## config.mk

```make
export PLATFORM = sky130hd
export DESIGN_NAME = grostl_round_ctrl
export DESIGN_NICKNAME = d
export VERILOG_FILES = /design/src/rtl/grostl_round_ctrl.sv
export SDC_FILE = /design/constraint.sdc
export NUM_CORES = 1
export LEC_CHECK = 0
export CAP_MARGIN = 20
export CORE_MARGIN = 10
export CORE_UTILIZATION = 40
export CTS_BUF_LIST = sky130_fd_sc_hd__clkbuf_4
export DETAILED_ROUTE_END_ITERATION = 16
export MAX_ROUTING_LAYER = met4
export PLACE_DENSITY = 0.67
export RECOVER_POWER = 100
export SYNTH_ARGS = -nofsm -noshare
export SYNTH_HDL_FRONTEND = slang
export SYNTH_SLANG_ARGS = --single-unit
```

## constraint.sdc

```tcl
create_clock -name clk -period 3.4 [get_ports clk]
set_input_delay 0.68 -clock clk [delete_from_list [all_inputs] [get_ports clk]]
set_output_delay 0.68 -clock clk [all_outputs]
set_load 0.02 [all_outputs]
```

## src/rtl/grostl_round_ctrl.sv

```systemverilog
// Groestl round/column sequencer: issues P (then Q) column addresses per round with a SYNC bubble between rounds.
// Define GROSTL_OUTPUT_XFORM_EN to enable the P-only output-transform run selected by final_in.
module grostl_round_ctrl (
    input  logic       clk,
    input  logic       reset,
    input  logic       start,
    input  logic       final_in,
    input  logic       stall,
    output logic       pq,
    output logic [3:0] rnd,
    output logic [2:0] col,
    output logic       col_valid,
    output logic       busy,
    output logic       done
);

    // IDLE: wait for start | RUN: issue columns | SYNC: one-cycle MixBytes bubble | DONE: done pulse
    typedef enum logic [1:0] {IDLE, RUN, SYNC, DONE} state_t;

    state_t     state_q;
    logic       p_only_q;
    logic [3:0] rnd_cnt_q;
    logic       pq_q;
    logic [3:0] rnd_q;
    logic [2:0] col_q;
    logic       col_valid_q;
    logic       busy_q;
    logic       done_q;
    logic       start_p_only;
    logic [3:0] rnd_next_d;

`ifdef GROSTL_OUTPUT_XFORM_EN
    assign start_p_only = final_in;
`else
    logic unused_final_in;
    assign unused_final_in = final_in;
    assign start_p_only    = 1'b0;
`endif

    assign rnd_next_d = rnd_cnt_q + 4'd1;

    always_ff @(posedge clk or posedge reset) begin
        if (reset) begin
            state_q     <= IDLE;
            p_only_q    <= 1'b0;
            rnd_cnt_q   <= 4'd0;
            pq_q        <= 1'b0;
            rnd_q       <= 4'd0;
            col_q       <= 3'd0;
            col_valid_q <= 1'b0;
            busy_q      <= 1'b0;
            done_q      <= 1'b0;
        end else begin
            case (state_q)
                IDLE: begin
                    if (start) begin
                        state_q     <= RUN;
                        p_only_q    <= start_p_only;
                        rnd_cnt_q   <= 4'd0;
                        pq_q        <= 1'b0;
                        rnd_q       <= 4'd0;
                        col_q       <= 3'd0;
                        col_valid_q <= 1'b1;
                        busy_q      <= 1'b1;
                    end
                end
                RUN: begin
                    if (!stall) begin
                        if (col_q != 3'd7) begin
                            col_q <= col_q + 3'd1;
                        end else if (!pq_q && !p_only_q) begin
                            pq_q  <= 1'b1;
                            col_q <= 3'd0;
                        end else begin
                            // Last column of the round: addresses read as zero outside RUN.
                            pq_q        <= 1'b0;
                            rnd_q       <= 4'd0;
                            col_q       <= 3'd0;
                            col_valid_q <= 1'b0;
                            if (rnd_cnt_q != 4'd9) begin
                                state_q <= SYNC;
                            end else begin
                                state_q <= DONE;
                                done_q  <= 1'b1;
                            end
                        end
                    end
                end
                SYNC: begin
                    state_q     <= RUN;
                    rnd_cnt_q   <= rnd_next_d;
                    rnd_q       <= rnd_next_d;
                    col_valid_q <= 1'b1;
                end
                DONE: begin
                    state_q   <= IDLE;
                    done_q    <= 1'b0;
                    busy_q    <= 1'b0;
                    p_only_q  <= 1'b0;
                    rnd_cnt_q <= 4'd0;
                end
                default: begin
                    state_q <= IDLE;
                end
            endcase
        end
    end

    assign pq        = pq_q;
    assign rnd       = rnd_q;
    assign col       = col_q;
    assign col_valid = col_valid_q;
    assign busy      = busy_q;
    assign done      = done_q;

endmodule

```

After elaboration in Yosys (flattened, before gate mapping)

Cells that the tools add are included.

Register bits: 18
Bits in latches: 0
RAM bits: 0
Memory bits (read-only): 0
Input bits: 5
Output and inout bits: 11
Word-level logic and storage cells: 70
Memories: 0

Add/sub/neg operators: 2
Multipliers: 0
Div/mod/pow operators: 0
Order comparisons: 0
Equality and inequality tests: 10
Shift operators: 0
Mux-type cells: 33
Bitwise gates (word level): 0
Reductions and logical operators: 16

Operators with widths:

| cell                                                                   | count |
|---|---|
| 4-bit case mux with 3 select lines                                     | 2 |
| 4-bit two-way mux                                                      | 4 |
| 1-bit two-way mux                                                      | 13 |
| 2-bit inequality test (second input constant)                          | 5 |
| 5-bit AND reduction                                                    | 2 |
| 3-bit two-way mux                                                      | 3 |
| 2-bit two-way mux                                                      | 4 |
| 1-bit case mux with 2 select lines                                     | 4 |
| 2-bit case mux with 4 select lines                                     | 1 |
| 4-bit AND reduction                                                    | 2 |
| 3-bit case mux with 2 select lines                                     | 1 |
| 2-bit nonzero test                                                     | 3 |
| 3-bit nonzero test                                                     | 2 |
| 4-bit by 1-bit adder with 4-bit output (second input constant)         | 1 |
| 2-bit equality test (second input constant)                            | 2 |
| 4-bit inequality test (second input constant)                          | 1 |
| 2-bit AND reduction                                                    | 2 |
| 3-bit by 1-bit adder with 3-bit output (second input constant)         | 1 |
| 3-bit inequality test (second input constant)                          | 1 |
| 1-bit case mux with 3 select lines                                     | 1 |
| 3-bit AND reduction                                                    | 1 |
| 2-bit by 1-bit equality test with 1-bit output (second input constant) | 1 |
| 1-bit zero test                                                        | 2 |
| 2-bit zero test                                                        | 1 |
| 1-bit logical AND                                                      | 1 |

Logic depth before layout (Yosys ltp)

Gate-level depths: netlist (run 1).

Depth after elaboration: 6
Depth in mapped cells: 5
Gate-level depth less buffers: 5

Worst setup path after synthesis (run 1)

OpenSTA, ideal clock, no wires.

Path type: register to register
Start point: register col_q[0] (netlist: col[0])
End point: register pq_q (netlist: pq)
Setup time: 0.121 ns
Data arrival time: 1.544 ns
Data required time: 3.279 ns
Setup slack: 1.735 ns
Cell stages (with the launch flop): 6
Path buffers: 0
Clock period less this slack: 1.665 ns
Path through: dfrtp_1 > ha_1 > ha_1 > nor2b_1 > mux2_1 > a22o_1

Cells in the longest elaborated chain, start to end: 3

RTL lines:

| what                                   | RTL line | source |
|---|---|---|
| start, declared                        | 25       | `logic [2:0] col_q;` |
| start signal, assigned                 | 70       | `col_q <= col_q + 3'd1;` |
| 3-bit inequality test                  | 69       | `if (col_q != 3'd7) begin` |
| 2-bit inequality test (no source line) | -        |  |
| 4-bit AND reduction (no source line)   | -        |  |
| end signal, assigned                   | 60       | `pq_q <= 1'b0;` |
| end signal, assigned                   | 72       | `pq_q <= 1'b1;` |
| end signal, assigned                   | 76       | `pq_q <= 1'b0;` |
| end, declared                          | 23       | `logic pq_q;` |

Every way passes these cells.
A chain may end at the register's enable or synchronous reset.

Worst setup path in the final report (run 1)

Start point: register col_q[0] (netlist: col[0])
End point: output col[0]

RTL lines:

| what          | RTL line | source |
|---|---|---|
| end, declared | 11       | `output logic [2:0] col,` |

No word-level cell between the ends.

==> impl_metrics.ini, run 1 <==
[sta]
rsz0062_at_grt = no
maxSlewHeadroom = 0.5479
finalClockSkew_ns = 0.005595
timing.final.max_slew_violations = 0
finalCriticalPeriod_ns = 2.078
final-hold-violation-count = 0
finalSetupTns_ns = 0
worst_pin_slew_ns = 0.6774
finish_stage_setup_viols = 0
post-route-period-util = 0.6111
fmax_mhz = 481.3

[worst_setup_path]
timing.setup.critical_path_class = reg -> out
crit_fanout = 5
cp_top_family = buffers and inverters
worst_r2r_endpoint = rnd[2]
reg2reg_setup_slack_ns = 1.64
cp-start-kind = flip-flop
cp-startpoint = col[0]
rr_startpoint = state_q[0]
wp_data_arrival_ns = 1.40
crit_chain = dlygate4sd3_1
slowest_delay_ns = 0.69
crit_end = col[0]
required_ns = 2.72
crit_cells = 1
timing.reg2reg.worst_path_depth = 3
crit_buf_inv = 1
cell_with_the_largest_stage_delay_on_the_worst_path = sky130_fd_sc_hd__dlygate4sd3_1
cp-end-kind = output pin

[cts]
clock_insertion_delay_worst_skew_ns = 0.29
cts_resized = 0
cts_tree = done
cts_buffer_depth = 2
htreeDepth = 1
cts-hold-fix-buffers = 0
postCtsSetupBuffers = 0
cts-root-buf = sky130_fd_sc_hd__clkbuf_4
cts.clk_slew.worst_paths_ns = 0.10
numClockSinks = 17
tritoncts.num_buffers = 3

[yosys]
muxShareOfSynthArea = 0.01266
synth_area_per_cell_um2 = 10.85
synth_xor_area_frac = 0.01969
synth.distinct_cells = 33
postSynthCellCount = 82
ys_warn_count = 0
synth_area_leaders = sky130_fd_sc_hd__dfrtp_1 (48%), sky130_fd_sc_hd__a22o_1 (5.9%), sky130_fd_sc_hd__ha_1 (5.6%)
post_synth_simple_gate_area = 0.1533
synth_area_leader_cell = sky130_fd_sc_hd__dfrtp_1
synthAdderAreaFrac = 0.05626
synth_seq_cells = 17
synth_top_family_by_area = compound AO/OA/AOI/OAI gates
synth_compound_gate_area_share = 0.2096
edff_count_synth = 0
synth-async-reset-ratio = 1.000
synth_seq_area_share = 0.4782
synth_flop_cell = sky130_fd_sc_hd__dfrtp_1
synth_top_area_share = 0.4782
netlist_area_pre_place_um2 = 889.6
synth_most_common_cell = sky130_fd_sc_hd__dfrtp_1
synth.net_count = 91
synth_common_cells = sky130_fd_sc_hd__dfrtp_1 (17), sky130_fd_sc_hd__nor2_1 (7), sky130_fd_sc_hd__a22o_1 (6), sky130_fd_sc_hd__nand2_1 (6)

[place]
io_buffer_count = 14
dpl.hpwl_mm = 1.277
routabilityCongestion = 0.7952
placed_cell_area_um2 = 1021
numPlacedInstances = 120

[floorplan]
boundaryPins = 16
chipHeight_um = 67.16
initial_core_util = 0.4100
die_x_um = 67.16
placeableCoreArea_um2 = 2170
fp-row-count = 17
floorplan.die_area_um2 = 4510

[global_routing]
globalRoute.totalOverflow = 0
grt_max_degree = 24
grt.total_usage = 0.08986
grt_first_pass_wirelength_mm = 3.036
grt_antenna_before_repair = 0
number_of_global_route_vias_before_repair = 668

[finish]
antenna_cells_inserted = 0
finish.net_count = 106
final_cells = 124
finalInstanceArea_um2 = 1040
areaGrowthSynthToFinish_pct = 16.88
filler_cell_count = 222
post_route_cells_drive_above_1_share = 0.08333

[routing]
routed-wl-met2_um = 828
drt_first_pass_iters = 3
met1_length_um = 888
first_iter_violations = 8
vias_after_detailed_routing = 676
via_per_inst = 5.452
drt-total-wl_mm = 1.820
topRoutingLayerUsed = met4
drcViolationCount = 0
drt.antenna.violating_nets = 0
routedWlPerCell_um = 14.68
met3_wirelength_um = 94

[power]
worst_voltage_drop_across_the_vdd_grid_uv = 362.3
pwr_density_cell_nw_per_um2 = 748.2
power.static_leakage_nw = 0.4752
total_power_w = 0.0007780

[run_status]
status = complete, no violations

[worst_hold_path]
min_path_type = reg -> reg

[run]
drv_cap = 0
-- worst min path at each step --
stage	from	endpoint	slack [ns]	cells after the start
floorplan	rnd_cnt_q[2]	rnd_cnt_q[2]	0.54	1
global route	col_valid	col_valid	0.55	1
detailed placement	rnd[0]	rnd[0]	0.51	1
global placement	rnd[0]	rnd[0]	0.50	1
CTS	rnd[0]	rnd[0]	0.53	1
finish	col_valid	col_valid	0.53	1
-- per-stage QoR --
stage / setup WS, ns / util / hold WS, ns
global placement: 1.328 / 0.4706 / 0.5009
floorplan: 1.735 / - / 0.5360
CTS: 1.355 / 0.4833 / 0.5344
global route: 1.261 / 0.4792 / 0.5543
finish: 1.322 / 0.4792 / 0.5255
detailed placement: 1.329 / 0.4706 / 0.5093
-- area by class of cell --
class	count	area (µm²)	area share
Clock buffer	3	22.52	0.02166
Inverter	5	18.77	0.01805
Tap cell	28	35.03	0.03369
Sequential cell	17	425.4	0.4091
Multi-Input combinational cell	56	392.9	0.3779
Clock inverter	1	5.005	0.004813
Timing Repair Buffer	14	140.1	0.1348
-- registers in the layout, indices dropped and copies added (netlist names) --
register	count
state_q	2
col_valid	1
pq	1
busy	1
done	1
rnd	4
rnd_cnt_q	4
col	3
-- power breakdown --
group	switching [W]	internal (W)
registers	0.0000697	0.000268
logic	0.000161	0.000171
clock network	0.0000649	0.0000437
total	0.000295	0.000483
-- placed cells by master (no fill, tap or decap), drive strengths merged, types with 2 or more instances in the layout --
cell type    count
inv              5
o22ai            2
o21ai            4
dfrtp           17
nor2             7
xnor2            2
a22o             9
nor2b            2
nand2b           3
clkbuf           3
nand2            6
nor3             2
dlygate4sd3     14
ha               4
-- per-layer routing --
layer | vias up | GRT usage
li1 | 325 | -
met1 | 338 | 0.1114
met2 | 11 | 0.1339
met3 | 2 | 0.02479
met4 | 0 | 0.03846
met5 | - | -
-- logic make-up after synthesis --
logic type | Yosys count
AO/OA/AOI/OAI | 24
XOR/XNOR | 2
adder cells (fa/ha/maj) | 4
buffers and inverters | 9
flip-flops | 17
multiplexers | 1
AND/OR/NAND/NOR | 25
No activity file was read; power rests on OpenSTA's default activity.
==> run 2: changes to the inputs <==
--- a/config.mk
+++ b/config.mk
@@ -11,7 +11,7 @@
 export CTS_BUF_LIST = sky130_fd_sc_hd__clkbuf_4
 export DETAILED_ROUTE_END_ITERATION = 16
 export MAX_ROUTING_LAYER = met4
-export PLACE_DENSITY = 0.67
+export PLACE_DENSITY = 0.69
 export RECOVER_POWER = 100
 export SYNTH_ARGS = -nofsm -noshare
 export SYNTH_HDL_FRONTEND = slang
==> constraint.sdc (replaced) <==
create_clock -name clk -period 1.8 [get_ports clk]
set_input_delay 0.36 -clock clk [delete_from_list [all_inputs] [get_ports clk]]
set_output_delay 0.36 -clock clk [all_outputs]
set_load 0.02 [all_outputs]
==> impl_metrics.ini, run 2 (synthesis results as in run 1) <==
[floorplan]
initial_core_util = 0.4100
boundaryPins = 16
die_x_um = 67.16
placeableCoreArea_um2 = 2170
floorplan.die_area_um2 = 4510
chipHeight_um = 67.16
fp-row-count = 17

[sta]
timing.final.max_slew_violations = 0
finalClockSkew_ns = 0.0004657
worst_pin_slew_ns = 0.8855
finalSetupTns_ns = 0
post-route-period-util = 0.9552
rsz0062_at_grt = no
finish_stage_setup_viols = 0
fin_worst_hold_slack_ns = 0.5440
final-hold-violation-count = 0
fmax_mhz = 581.6
maxSlewHeadroom = 0.4096
finalCriticalPeriod_ns = 1.719

[worst_setup_path]
cp-start-kind = flip-flop
cp-startpoint = col[0]
reg2reg_setup_slack_ns = 0.11
slowest_delay_ns = 0.64
cp-end-kind = output pin
worst_r2r_endpoint = rnd[1]
cell_with_the_largest_stage_delay_on_the_worst_path = sky130_fd_sc_hd__clkdlybuf4s50_1
timing.reg2reg.worst_path_depth = 5
crit_fanout = 5
rr_startpoint = col[0]
crit_cells = 1
crit_end = col[0]
cp_top_family = buffers and inverters
crit_chain = clkdlybuf4s50_1
required_ns = 1.44
crit_buf_inv = 1
wp_data_arrival_ns = 1.36
timing.setup.critical_path_class = reg -> out

[cts]
cts-hold-fix-buffers = 0
postCtsSetupBuffers = 0
numClockSinks = 17
cts.clk_slew.worst_paths_ns = 0.09
cts-root-buf = sky130_fd_sc_hd__clkbuf_4
cts_resized = 0
cts_buffer_depth = 2
cts_tree = done
tritoncts.num_buffers = 3
htreeDepth = 1
clock_insertion_delay_worst_skew_ns = 0.29

[power]
power.static_leakage_nw = 0.4734
pwr_density_cell_nw_per_um2 = 1440
worst_voltage_drop_across_the_vdd_grid_uv = 818.8

[finish]
final_cell_mix = sky130_fd_sc_hd__dfrtp_1 (17), sky130_fd_sc_hd__clkdlybuf4s50_1 (9), sky130_fd_sc_hd__nor2_1 (7)
final_common_cell = sky130_fd_sc_hd__dfrtp_1
post_route_cells_drive_above_1_share = 0.09091
multi_input_area_um2 = 392.9
areaGrowthSynthToFinish_pct = 19.27
filler_cell_count = 229
antenna_cells_inserted = 0
seq_area_um2 = 425.4
finish.net_count = 109

[global_routing]
grt_antenna_before_repair = 0
globalRoute.totalOverflow = 0
grt_max_degree = 18
number_of_global_route_vias_before_repair = 728
grt_first_pass_wirelength_mm = 3.153
grt.total_usage = 0.09268

[place]
dpl.hpwl_mm = 1.411
io_buffer_count = 14
routabilityCongestion = 0.7990

[routing]
via_per_inst = 5.354
first_iter_violations = 20
routedWlPerCell_um = 14.93
drt.antenna.violating_nets = 0
drcViolationCount = 0
vias_after_detailed_routing = 680
drt_first_pass_iters = 5
drt-total-wl_mm = 1.896

[run]
drv_cap = 0

[run_status]
status = complete, no violations

[worst_hold_path]
min_path_type = reg -> reg
==> run 2: cell count changes in the layout (fill, tap and decap cells not counted), sizes merged <==
cell           delta
clkinv            -1
buf               +2
clkdlybuf4s50     +9
dlygate4sd3       -9
clkbuf            +2
==> run 2: metal layers <==
layer	routed length, µm	vias to the layer above	track usage	share of wire
met5	0	-	-	0
met2	947	18	0.1600	0.50
met1	798	329	0.09311	0.42
met3	132	4	0.03802	0.070
li1	-	329	-	-
met4	17	0	0.03077	0.0090
==> run 2: layout make-up <==
type,instances,share of cell area
Sequential cell,17,0.4009
Multi-Input combinational cell,56,0.3703
Timing Repair Buffer,17,0.1498
Tap cell,28,0.03302
Clock buffer,4,0.02830
Inverter,5,0.01769
==> run 2: stage by stage <==
stage | utilization | power [W] | std cells | setup slack [ns] | area [µm²]
global placement | 0.4810 | 0.001319 | 123 | 0.1384 | 1044
finish | 0.4890 | 0.001527 | 127 | 0.08073 | 1061
CTS | 0.4948 | 0.001570 | 127 | 0.06704 | 1074
floorplan | - | 0.001068 | 82 | 0.1353 | 889.6
detailed placement | 0.4810 | 0.001348 | 123 | 0.1333 | 1044
global route | 0.4890 | 0.001641 | 127 | 0.02300 | 1061
==> run 2: worst min-delay path by stage <==
stage / start / to / slack [ns] / cells after the start
after floorplan: reset / busy / 0.29 / 1
after global placement: rnd[0] / rnd[0] / 0.50 / 1
after detailed placement: rnd[0] / rnd[0] / 0.53 / 1
after CTS: reset / busy / 0.37 / 3
after global routing: rnd[3] / rnd[3] / 0.56 / 2
final: col_valid / col_valid / 0.54 / 1
==> run 2: where the power goes <==
group	total [W]	internal, W	leakage, nW	switching (W)
clock	0.000216	0.000101	0.0184	0.000115
sequential	0.000641	0.000508	0.211	0.000133
combinational	0.000671	0.000354	0.244	0.000316
